--- config.mk ---
export PLATFORM = sky130hd
export DESIGN_NAME = seg_display_scanner
export DESIGN_NICKNAME = d
export VERILOG_FILES = /design/src/rtl/seg_pkg.sv /design/src/rtl/seg_display_scanner_decoder.sv /design/src/rtl/seg_display_scanner.sv
export SDC_FILE = /design/constraint.sdc
export NUM_CORES = 1
export LEC_CHECK = 0
export BUFFER_PORTS_ARGS = -buffer_cell sky130_fd_sc_hd__buf_2
export CAP_MARGIN = 20
export CORE_ASPECT_RATIO = 1.5
export CORE_MARGIN = 1
export CORE_UTILIZATION = 58
export CTS_CLUSTER_SIZE = 20
export DETAILED_ROUTE_END_ITERATION = 12
export GPL_TIMING_DRIVEN = 0
export PLACE_DENSITY = 0.88
export SYNTH_ARGS = -nofsm -noshare
export SYNTH_HDL_FRONTEND = slang
export SYNTH_SLANG_ARGS = --single-unit
--- constraint.sdc ---
create_clock -name clk -period 3.05 [get_ports clk]
set_input_delay 0.61 -clock clk [delete_from_list [all_inputs] [get_ports clk]]
set_output_delay 0.61 -clock clk [all_outputs]
set_load 0.01 [all_outputs]
--- src/rtl/seg_pkg.sv ---
// seg_pkg: shared segment patterns, edit/view codes and digit index type for the display scanner.
package seg_pkg;
  localparam logic [6:0] SEG_0   = 7'b1000000;
  localparam logic [6:0] SEG_1   = 7'b1111001;
  localparam logic [6:0] SEG_2   = 7'b0100100;
  localparam logic [6:0] SEG_3   = 7'b0110000;
  localparam logic [6:0] SEG_4   = 7'b0011001;
  localparam logic [6:0] SEG_5   = 7'b0010010;
  localparam logic [6:0] SEG_6   = 7'b0000010;
  localparam logic [6:0] SEG_7   = 7'b1111000;
  localparam logic [6:0] SEG_8   = 7'b0000000;
  localparam logic [6:0] SEG_9   = 7'b0010000;
  localparam logic [6:0] SEG_OFF = 7'b1111111;
  localparam logic [1:0] EDIT_NONE = 2'd0;
  localparam logic [1:0] EDIT_MIN  = 2'd1;
  localparam logic [1:0] EDIT_HOUR = 2'd2;
  localparam logic VIEW_HHMM = 1'b0;
  localparam logic VIEW_MMSS = 1'b1;
  typedef logic [1:0] dig_idx_t;
endpackage

--- src/rtl/seg_display_scanner_decoder.sv ---
// seg_decoder: combinational BCD to active-low {g,f,e,d,c,b,a}; non-BCD codes blank the digit.
module seg_decoder
  import seg_pkg::*;
(
  input  logic [3:0] bcd_i,
  output logic [6:0] seg_o
);
  always_comb begin
    case (bcd_i)
      4'd0:    seg_o = SEG_0;
      4'd1:    seg_o = SEG_1;
      4'd2:    seg_o = SEG_2;
      4'd3:    seg_o = SEG_3;
      4'd4:    seg_o = SEG_4;
      4'd5:    seg_o = SEG_5;
      4'd6:    seg_o = SEG_6;
      4'd7:    seg_o = SEG_7;
      4'd8:    seg_o = SEG_8;
      4'd9:    seg_o = SEG_9;
      default: seg_o = SEG_OFF;
    endcase
  end
endmodule

--- src/rtl/seg_display_scanner.sv ---
// seg_display_scanner: 4-digit common-anode multiplexer with view select, edit blink and colon flash.
// Optional SEG_LZ_BLANK_EN blanks a leading zero on the leftmost digit.
module seg_display_scanner
  import seg_pkg::*;
#(
  parameter int SCAN_DIV  = 100_000,
  parameter int BLINK_DIV = 50_000_000
) (
  input  logic       clk,
  input  logic       rst_n,
  input  logic [3:0] h2,
  input  logic [3:0] h1,
  input  logic [3:0] m2,
  input  logic [3:0] m1,
  input  logic [3:0] s2,
  input  logic [3:0] s1,
  input  logic       view_sel,
  input  logic [1:0] edit_pos,
  output logic [3:0] an,
  output logic [6:0] seg,
  output logic       dp
);
  localparam int SW = SCAN_DIV > 1 ? $clog2(SCAN_DIV) : 1;
  localparam int BW = BLINK_DIV > 1 ? $clog2(BLINK_DIV) : 1;
  localparam logic [SW-1:0] SCAN_MAX  = SW'(SCAN_DIV - 1);
  localparam logic [BW-1:0] BLINK_MAX = BW'(BLINK_DIV - 1);
  logic [SW-1:0] scan_cnt_q, scan_cnt_d;
  logic [BW-1:0] blink_cnt_q, blink_cnt_d;
  dig_idx_t      dig_idx_q, dig_idx_d;
  logic          blink_on_q, blink_on_d;
  logic [1:0]    edit_prev_q;
  logic [3:0]    an_q, an_d;
  logic [6:0]    seg_q, seg_d;
  logic          dp_q, dp_d;
  logic          scan_wrap, blink_wrap, edit_chg;
  logic [15:0]   digs;
  logic [3:0]    digit;
  logic          in_min, in_hour, blink_blank, lz_blank;
  seg_decoder u_dec (.bcd_i(digit), .seg_o(seg_d));
`ifdef SEG_LZ_BLANK_EN
  assign lz_blank = dig_idx_q == 2'd3 && digit == 4'd0;
`else
  assign lz_blank = 1'b0;
`endif
  always_comb begin
    scan_wrap   = scan_cnt_q == SCAN_MAX;
    scan_cnt_d  = scan_wrap ? '0 : scan_cnt_q + 1'b1;
    dig_idx_d   = scan_wrap ? dig_idx_q + 2'd1 : dig_idx_q;
    blink_wrap  = blink_cnt_q == BLINK_MAX;
    edit_chg    = edit_pos != edit_prev_q;
    blink_cnt_d = (edit_chg || blink_wrap) ? '0 : blink_cnt_q + 1'b1;
    blink_on_d  = edit_chg ? 1'b1 : blink_wrap ? ~blink_on_q : blink_on_q;
    digs        = view_sel == VIEW_MMSS ? {m2, m1, s2, s1} : {h2, h1, m2, m1};
    digit       = digs[{dig_idx_q, 2'b00} +: 4];
    // Minutes sit on the right pair in HH:MM and the left pair in MM:SS; hours only show in HH:MM.
    in_min      = view_sel == VIEW_HHMM ? ~dig_idx_q[1] : dig_idx_q[1];
    in_hour     = view_sel == VIEW_HHMM && dig_idx_q[1];
    blink_blank = ~blink_on_q && ((edit_pos == EDIT_MIN && in_min) || (edit_pos == EDIT_HOUR && in_hour));
    an_d        = (blink_blank || lz_blank) ? 4'b1111 : ~(4'b0001 << dig_idx_q);
    dp_d        = dig_idx_q == 2'd2 ? ~blink_on_q : 1'b1;
  end
  always_ff @(posedge clk or negedge rst_n) begin
    if (!rst_n) begin
      scan_cnt_q  <= '0;
      dig_idx_q   <= '0;
      blink_cnt_q <= '0;
      blink_on_q  <= 1'b1;
      edit_prev_q <= EDIT_NONE;
      an_q        <= 4'b1111;
      seg_q       <= SEG_OFF;
      dp_q        <= 1'b1;
    end else begin
      scan_cnt_q  <= scan_cnt_d;
      dig_idx_q   <= dig_idx_d;
      blink_cnt_q <= blink_cnt_d;
      blink_on_q  <= blink_on_d;
      edit_prev_q <= edit_pos;
      an_q        <= an_d;
      seg_q       <= seg_d;
      dp_q        <= dp_d;
    end
  end
  assign an  = an_q;
  assign seg = seg_q;
  assign dp  = dp_q;
endmodule

== After elaboration in Yosys (flattened, before gate mapping) ==
Memory sizes are Yosys's and may differ from the RTL's. A register that Yosys moved wholly into a read port is not among the register bits.
Index checks and enable logic that the tools add are counted.
Word-level totals
  register bits: 53
  bits in read-only memories: 112
  output and inout port bits: 12
  logic and storage cells: 39
  memories: 1
Memory list
  (name not given): depth 16, bits a word 7, rd ports 1, clocked after memory_dff 1, wr ports 0, RTL line seg_display_scanner_decoder.sv:9  | case (bcd_i)
Operators by class
  add/sub/neg operators: 3
  eq/ne operators: 6
  shift-type cells: 2
  muxes and demuxes: 8
  bitwise operators: 4
  reduce and logical (&&, ||, !) cells: 8
Operator list (number)
  $add 26x1->26 const B: 1
  $eq 26x26->1 const B: 1
  $mux 26: 1
  $add 17x1->17 const B: 1
  $eq 17x17->1 const B: 1
  $mux 17: 1
  $mux 16: 1
  $shiftx 16x5->4: 1
  $eq 2x2->1 const B: 2
  $logic_and 1x1->1: 4
  $mux 1: 4
  $mux 4: 1
  $not 4->4: 1
  $shl 1x2->4 const A: 1
  $not 1->1: 3
  $add 2x1->2 const B: 1
  $eq 2x1->1 const B: 1
  $logic_or 1x1->1: 2
  $ne 2x2->1: 1
  $reduce_bool 2->1: 1
  $logic_not 1->1: 1

== Depth between registers and ports, before layout ==
Gate-level depths: netlist (run 1).
  depth after elaboration: 6
  gate-level depth with buffers: 8
  depth with buffers taken out: 7

== Modules after synthesis ==
A second synthesis (run 1) with hierarchy kept.
Unflattened totals
  cells, all modules: 317
  area, all modules: 3238.1 um2
By module, submodules not included
  seg_display_scanner: times used 1, cells an instance 284, area each 3027.9 um2
  seg_decoder: times used 1, cells an instance 33, area each 210.2 um2

== Worst setup path after synthesis (run 1) ==
No wires, ideal clock.
  kind: input to register
  start point: input view_sel
  end point: register seg_q[3] (netlist: seg[3])
  setup time: 0.073 ns
  data arrival time: 2.314 ns
  data required time: 2.977 ns
  slack: 0.663 ns
  stages on the path: 8
  path through: buf_2 -> mux2_2 -> mux4_2 -> inv_1 -> ha_1 -> inv_1 -> mux2i_1 -> a21oi_1
On the way
  cells in the longest elaborated chain, start to end: 2
Ends and longest elaborated chain
  start, declared: RTL line seg_display_scanner.sv:17  | input logic view_sel,
  $mux 16: RTL line seg_display_scanner.sv:53  | digs = view_sel == VIEW_MMSS ? {m2, m1, s2, s1} : {h2, h1, m2, m1};
  $shiftx 16x5->4: RTL line seg_display_scanner.sv:54  | digit = digs[{dig_idx_q, 2'b00} +: 4];
  end, declared: RTL line seg_display_scanner.sv:33  | logic [6:0] seg_q, seg_d;
No other way between the ends.
A chain may end at the register's enable or synchronous reset.

== Worst setup path in the final report (run 1) ==
Ends and elaborated chain as after synthesis.

==> summary.txt, run 1 <==
Status
  – Outcome: finished, final reports clean

Drt
  – Via/cell ratio: roughly 6
  – Drt first pass iters: 4
  – Post-DR wirelength/cell: 15.5 um
  – Total vias in the final route: 2490
  – DRT antenna net count: 0
  – Iteration-0 DRC Markers: around 130
  – Residual DRC count: 0
  – DRT Wirelength: 6.50 mm

Timing
  – Slew @ Worst Pin: roughly 0.6 ns
  – Fin crit share: 79.2%
  – Slew headroom: roughly three fifths
  – Setup TNS: 0 ns
  – Final hold viol count: 0
  – Clk_skew: 0.0101 ns
  – Setup WS post-layout: ~0.63 ns
  – Fin. max-slew vios: 0
  – Max Clk Rate: about 410 MHz
  – Hold slack final: roughly 0.26 ns
  – RSZ-0062 raised after global routing: no
  – Shortest period the worst path allows: 2.42 ns
  – Final setup fails: 0

Floorplan
  – Row cnt: 32
  – Die area: 5800 um2
  – Die height: 92.8 um
  – Die Span X: about 63 um
  – Top-level I/O count: 41
  – Initial Util: 61.3%
  – Core Region: 5200 um2

Synth
  – Cell Area, Synth: 3190 um2
  – Post-Synthesis Cells: 293
  – Top cell type's share of synthesized area: 36.9%
  – Synth warnings: 0
  – Syn Nets: 334
  – Synthesized flop and latch total: 60
  – Cell taking the most area after synthesis: dfrtp_1
  – Sequential share of the synthesized area: 47.6%
  – Synth top area cells: dfrtp_1 (37%), dfstp_2 (11%), xor2_1 (4.9%)
  – Mean Syn Cell Area: roughly 11 um2
  – Cell variety after synth: 37

Critical path
  – Worst EP arrival: 2.68 ns
  – CP endpoint kind: flip-flop
  – Critical path peak fanout: 10
  – Setup Crit Path Kind: in2reg
  – Startpoint Class: input port
  – CP required: 3.31 ns

Cells and area
  – Share of cells above drive strength 1: 26.6%
  – Fillers: approximately 370
  – Post-Layout Cell Count: approximately 420
  – Commonest non-fill, non-tap cells in the layout: dfrtp_1 (47), buf_2 (43), nor2_1 (21), a21oi_1 (20), nand3_1 (20)
  – Nets: 386
  – Commonest non-fill, non-tap cell in the layout: dfrtp_1
  – Design area: 3710 um2
  – P&R area growth vs syn: 16.4%
  – Post-layout util: a little under three quarters

Place
  – Post-DP Area: 3490 um2
  – Pre-CTS setup slack: between 0.2 and 0.3 ns
  – Buffers on Ports: 40
  – DP Wirelength: roughly 4.6 mm
  – Post-Place Cells: 402
  – Placer Congestion: 0.877

Clock network
  – Post-CTS Hold Buffers: 0
  – Clk sink count: 60
  – Post-CTS sizing: 0
  – Worst skew pair latency: ~0.34 ns
  – CTS root buf: clkbuf_8
  – Clock Tree Buf Depth: 2
  – Clock-pin slew on the worst setup and hold paths: 0.07 ns
  – CTS tree: built
  – Post-CTS Setup Bufs: 0
  – H-tree levels: 3
  – CTS buffer count: 9

Global route
  – First-pass GRT wire length: 11.6 mm
  – Vias in the first global route: 2584
  – Gr usage total: 26.1%
  – Largest net degree at the start of global routing: 39
  – Grt ovf: 0
  – Initial antenna violation count: 1

Power
  – Peak supply drop: 0.344 mV
  – Power Total: between 1.5 and 2 mW
  – Pwr Density: between 400 and 500 nW/um2
  – Pleak: 1.59 nW

Run
  – Max cap viols: 0

Worst hold path
  – Hold WC Path Type: in2async
[cell type report]
type | instances | area [um2] | share of cell area [%]
plain buffers | 10 | 56.3 | 1.52
flip-flops and latches | 60 | 1520 | 40.9
well taps | 68 | 85.1 | 2.29
diodes | 1 | 2.50 | 0.0674
repair buffers | 41 | 220 | 5.93
clock inverters | 5 | 75.1 | 2.02
inverters | 11 | 41.3 | 1.11
multi-input cells | 212 | 1570 | 42.4
clock buffers | 11 | 141 | 3.81
[cells by family (layout without fill, tap and decap cells)]
family / Yosys count / in the layout / synth area share [%]
AO/OA/AOI/OAI: 38 / 38 / 7.18
XOR/XNOR: 28 / 28 / 7.69
adder cells (fa/ha/maj): 12 / 12 / 4.71
buffers and inverters: 21 / 78 / 3.06
flip-flops: 60 / 60 / 47.6
multiplexers: 23 / 23 / 10.0
other: 0 / 1 / 0
AND/OR/NAND/NOR: 111 / 111 / 19.7
[registers in the layout, indices dropped and copies added, names as in the netlist]
register	flops
blink_cnt_q	26
scan_cnt_q	17
seg	7
an	4
dig_idx_q	2
edit_prev_q	2
blink_on_q	1
dp	1
[power by group]
group | switching, mW | internal (mW) | total (mW) | leakage (nW)
registers | 0.00561 | 0.820 | 0.826 | 0.773
logic | 0.0813 | 0.0664 | 0.148 | 0.699
clock network | 0.313 | 0.478 | 0.792 | 0.113
[routing by layer]
metal	wire (um)	up-vias	GRT usage, %
met2	3540	76	46.2
met3	246	19	5.67
met4	209	0	15.1
met1	2510	1223	28.5
met5	0	-	0
li1	-	1172	-
[final timing paths]
path	start	end	slack, ns	cells past startpoint
worst max-delay path	view_sel	seg[3]$_DFF_PN1_	0.63	9
worst min-delay path	rst_n	blink_cnt_q[22]$_DFF_PN0_	0.26	1
worst max register to register	dig_idx_q[0]$_DFFE_PN0N_	seg[5]$_DFF_PN1_	0.65	5
worst min register to register	blink_on_q$_DFFE_PN1P_	dp$_DFF_PN1_	0.47	1
max in group asynchronous	rst_n	seg[5]$_DFF_PN1_	2.13	2
min in group clk	edit_pos[1]	edit_prev_q[1]$_DFF_PN0_	0.45	1
[Yosys cell counts]
library cell,count
xnor2_1,10
or4_4,1
o31ai_1,8
or3_1,8
or4b_2,1
nand2b_1,2
nor3_1,3
xor2_1,18
nand3_1,20
clkinv_1,1
inv_1,10
o31ai_4,1
o21ai_0,8
mux2i_2,1
or4b_1,1
clkbuf_1,5
mux2_2,8
nand4_1,9
nand2_1,17
and3_1,3
a21oi_1,20
dfstp_2,13
mux4_2,6
nor2_1,21
nor2b_1,1
buf_6,2
nor3b_2,1
and4_1,8
nor4b_1,2
and2_1,1
buf_2,3
or4_1,11
o21a_1,1
ha_1,12
nand3b_1,1
dfrtp_1,47
mux2i_1,8
[worst max-delay path: stages]
cell and delay, ns:
buf_2 0.13, buf_2 0.27, mux2_2 0.37, mux4_2 0.54, inv_1 0.15, ha_1 0.24, inv_1 0.08, mux2i_1 0.08
a21oi_1 0.20
Note: power is estimated with default switching activity, not from simulation.
==> inputs of run 2 (changes only) <==
- ABC_AREA: not set -> 1
- CORE_UTILIZATION: 58 -> 53
- PLACE_DENSITY: 0.88 -> 0.84
- clock period: 3.05 -> 2.1 ns (I/O delays scaled with it)
==> run 2 against run 1 <==
- clock power grew 16%
- register-to-register slack got worse by 0.41 ns
- cell count rose by 50%
- critical path type is now reg2reg
- largest power group unchanged
- highest routed layer unchanged
==> summary.txt, run 2 <==
Synth
  – Mean Syn Cell Area: 7.32 um2 (-33%)
  – Synth top area cells: dfrtp_1 (33%), nand2_1 (16%), dfstp_2 (9.4%)
  – Post-Synthesis Cells: 494 (+69%)
  – Cell taking the most area after synthesis: dfrtp_1
  – Cell Area, Synth: 3620 um2 (+14%)
  – FFs w/ async S/R, synth: 100% (unchanged)
  – Top cell type's share of synthesized area: 32.5% (-4.4 points)
  – Cell variety after synth: 31 (-16%)
  – Count leader, synth: nand2_1
  – Synthesized flop and latch total: 60 (unchanged)
  – Number of synthesized flops with an enable pin: 0 (unchanged)
  – Synth top cells by count: nand2_1 (157), nor2_1 (84), inv_1 (61)
  – Most frequently used flop master after synthesis: dfrtp_1
  – Synth warnings: 0 (unchanged)
  – Sequential share of the synthesized area: 41.9% (-5.7 points)
  – Syn Nets: 535 (+60%)

Drt
  – DRT Wirelength: 7.90 mm (+21%)
  – Post-DR wirelength/cell: 12.6 um (-19%)
  – DRT antenna net count: 0 (unchanged)
  – Iteration-0 DRC Markers: 193 (+53%)
  – Drt first pass iters: 6 (+2)
  – Residual DRC count: 0 (unchanged)
  – Via/cell ratio: 5.16 (-13%)
  – Total vias in the final route: 3236 (+30%)

Critical path
  – CP endpoint kind: flip-flop
  – Critical Path Most Common Cell: nand3_1
  – Delay-heaviest family, CP: simple AND/OR/NAND/NOR gates
  – Worst EP arrival: 2.13 ns (-0.55 ns)
  – Crit path from: dig_idx_q[0]$_DFFE_PN0N_
  – Max stage delay on crit path: 0.47 ns (-0.07 ns)
  – Critical path buffer and inverter count: 2 (-2)
  – Crit path depth: 9 (unchanged)
  – CP required: 2.36 ns (-0.95 ns)
  – Critical path, cell by cell: inv_2, buf_2, nand2_1, nand3_1, nand3_1, ha_1, nand4_1, nand3_1, nand2_1
  – R2R Path Start: dig_idx_q[0]$_DFFE_PN0N_
  – CP max-delay cell: dfrtp_1
  – Startpoint Class: flip-flop
  – R2r worst-path depth: 9 (+4)
  – Critical path peak fanout: 11 (+1)
  – Setup Crit Path Kind: reg2reg
  – End point of the critical path: seg[3]$_DFF_PN1_
  – Reg2reg setup slack: 0.24 ns (-0.41 ns)
  – FF-to-FF End: seg[3]$_DFF_PN1_

Timing
  – Max Clk Rate: about 540 MHz
  – Slew @ Worst Pin: 0.614 ns (+0.0114 ns)
  – Fin crit share: 88.7%
  – Setup TNS: 0 ns (unchanged)
  – Slew headroom: 59.1% (about the same)
  – Clk_skew: 0.0127 ns (+0.00265 ns)
  – Fin. max-slew vios: 0 (unchanged)
  – RSZ-0062 raised after global routing: no
  – Final hold viol count: 0 (unchanged)
  – Final setup fails: 0 (unchanged)
  – Shortest period the worst path allows: 1.86 ns
  – Hold slack final: 0.0859 ns (-0.177 ns)
  – Setup WS post-layout: 0.236 ns (-0.398 ns)

Worst hold path
  – Hold WC Path Type: in2async

Cells and area
  – Register area: 1520 um2 (unchanged)
  – Commonest non-fill, non-tap cell in the layout: nand2_1
  – Post-layout util: 63.0% (-8.3 points)
  – Fillers: 565 (+51%)
  – Post-Layout Cell Count: 627 (+50%)
  – Share of cells above drive strength 1: 18.5% (-8.1 points)
  – # diodes: 0 (-1)
  – Commonest non-fill, non-tap cells in the layout: nand2_1 (157), nor2_1 (83), inv_1 (61), dfrtp_1 (47), buf_2 (41)
  – P&R area growth vs syn: 13.7%
  – Nets: 587 (+52%)
  – Multi-input gate area: 1830 um2 (+16%)
  – Largest Register: blink_cnt_q
  – Max reg flops: 26 (unchanged)

Global route
  – Vias in the first global route: 3187 (+23%)
  – Largest net degree at the start of global routing: 35 (-10%)
  – Grt ovf: 0 (unchanged)
  – Initial antenna violation count: 0 (-1)
  – First-pass GRT wire length: 13.4 mm (+15%)
  – Gr usage total: 23.7% (-2.4 points)

Floorplan
  – Core Region: 6530 um2 (+25%)
  – Die height: 103 um (+11%)
  – Top-level I/O count: 41 (unchanged)
  – Die Span X: 69.5 um (+11%)
  – Die area: 7170 um2 (+24%)
  – Row cnt: 36 (+13%)
  – Initial Util: 55.4% (-5.8 points)

Place
  – Buffers on Ports: 40 (unchanged)
  – Post-Place Cells: 611 (+52%)
  – Pre-CTS setup slack: 0.164 ns (-0.120 ns)
  – DP Wirelength: 5.88 mm (+28%)
  – Placer Congestion: 0.943 (+7.5%)

Status
  – Outcome: finished, final reports clean

Clock network
  – Worst skew pair latency: 0.34 ns (about the same)
  – Clock-pin slew on the worst setup and hold paths: 0.07 ns (about the same)
  – Clock Tree Buf Depth: 2 (unchanged)
  – Clk sink count: 60 (unchanged)
  – CTS buffer count: 9 (unchanged)
  – CTS root buf: clkbuf_8
  – CTS tree: built
  – H-tree levels: 3 (unchanged)

Power
  – Peak supply drop: 0.451 mV (+31%)
  – Pleak: 1.94 nW (+22%)
  – Pwr Density: 568 nW/um2 (+19%)

Run
  – Max cap viols: 0 (unchanged)
==> run 2: cell families after synthesis <==
group	share of synthesized area (%)
xor gates and xnor gates	5.08
adders and majority gates	4.15
DFF	41.9
buffers and inverters	7.75
AOI/OAI and AO/OA	1.49
and+or+nand+nor	39.6
==> run 2: area by class of cell <==
type	count	share of cell area, %
multi-input combinational	367	44.4
clock buffer	14	3.95
timing repair buffer	41	5.35
clock inverter	2	0.243
tap	76	2.31
buffer	4	1.06
sequential	60	36.9
inverter	63	5.75
==> run 2: per-layer routing <==
layer	global-route usage (%)	wire length, um	vias to the layer above
li1	-	-	1624
met1	24.0	3120	1499
met2	45.6	4240	94
met3	4.65	283	19
met4	13.3	250	0
met5	0	0	-
==> run 2: what timing repair did <==
item / 4_1_cts / 5_1_grt
resized for setup: 0 / 2
endpoints found under the setup margin: 0 / 4
buffers inserted: 0 / 0
hold buffers: 0 / 0
==> run 2: worst min path at each step <==
| stage | endpoint | slack, ns | depth (start not counted) |
|---|---|---|---|
| 6_report | blink_cnt_q[21]$_DFF_PN0_ | 0.09 | 1 |
| 3_5_place_dp | scan_cnt_q[0]$_DFF_PN0_ | 0.46 | 1 |
| 3_3_place_gp | scan_cnt_q[0]$_DFF_PN0_ | 0.45 | 1 |
| 4_1_cts | blink_cnt_q[21]$_DFF_PN0_ | 0.11 | 1 |
| 5_1_grt | blink_cnt_q[20]$_DFF_PN0_ | 0.13 | 1 |
| 2_1_floorplan | blink_cnt_q[0]$_DFF_PN0_ | 0.12 | 0 |
==> run 2: through the flow <==
step,cell area [um2],power (mW)
CTS,4110,2.36
detailed placement,3930,1.44
floorplan,3620,1.34
global placement,3910,1.43
finish,4110,2.34
global route,4110,2.43
==> run 2: where the power goes <==
| part | switching [mW] | internal [mW] | total (mW) |
|---|---|---|---|
| clock network | 0.432 | 0.490 | 0.922 |
| registers | 0.0120 | 1.20 | 1.21 |
| logic | 0.128 | 0.0788 | 0.207 |
| total | 0.572 | 1.77 | 2.34 |
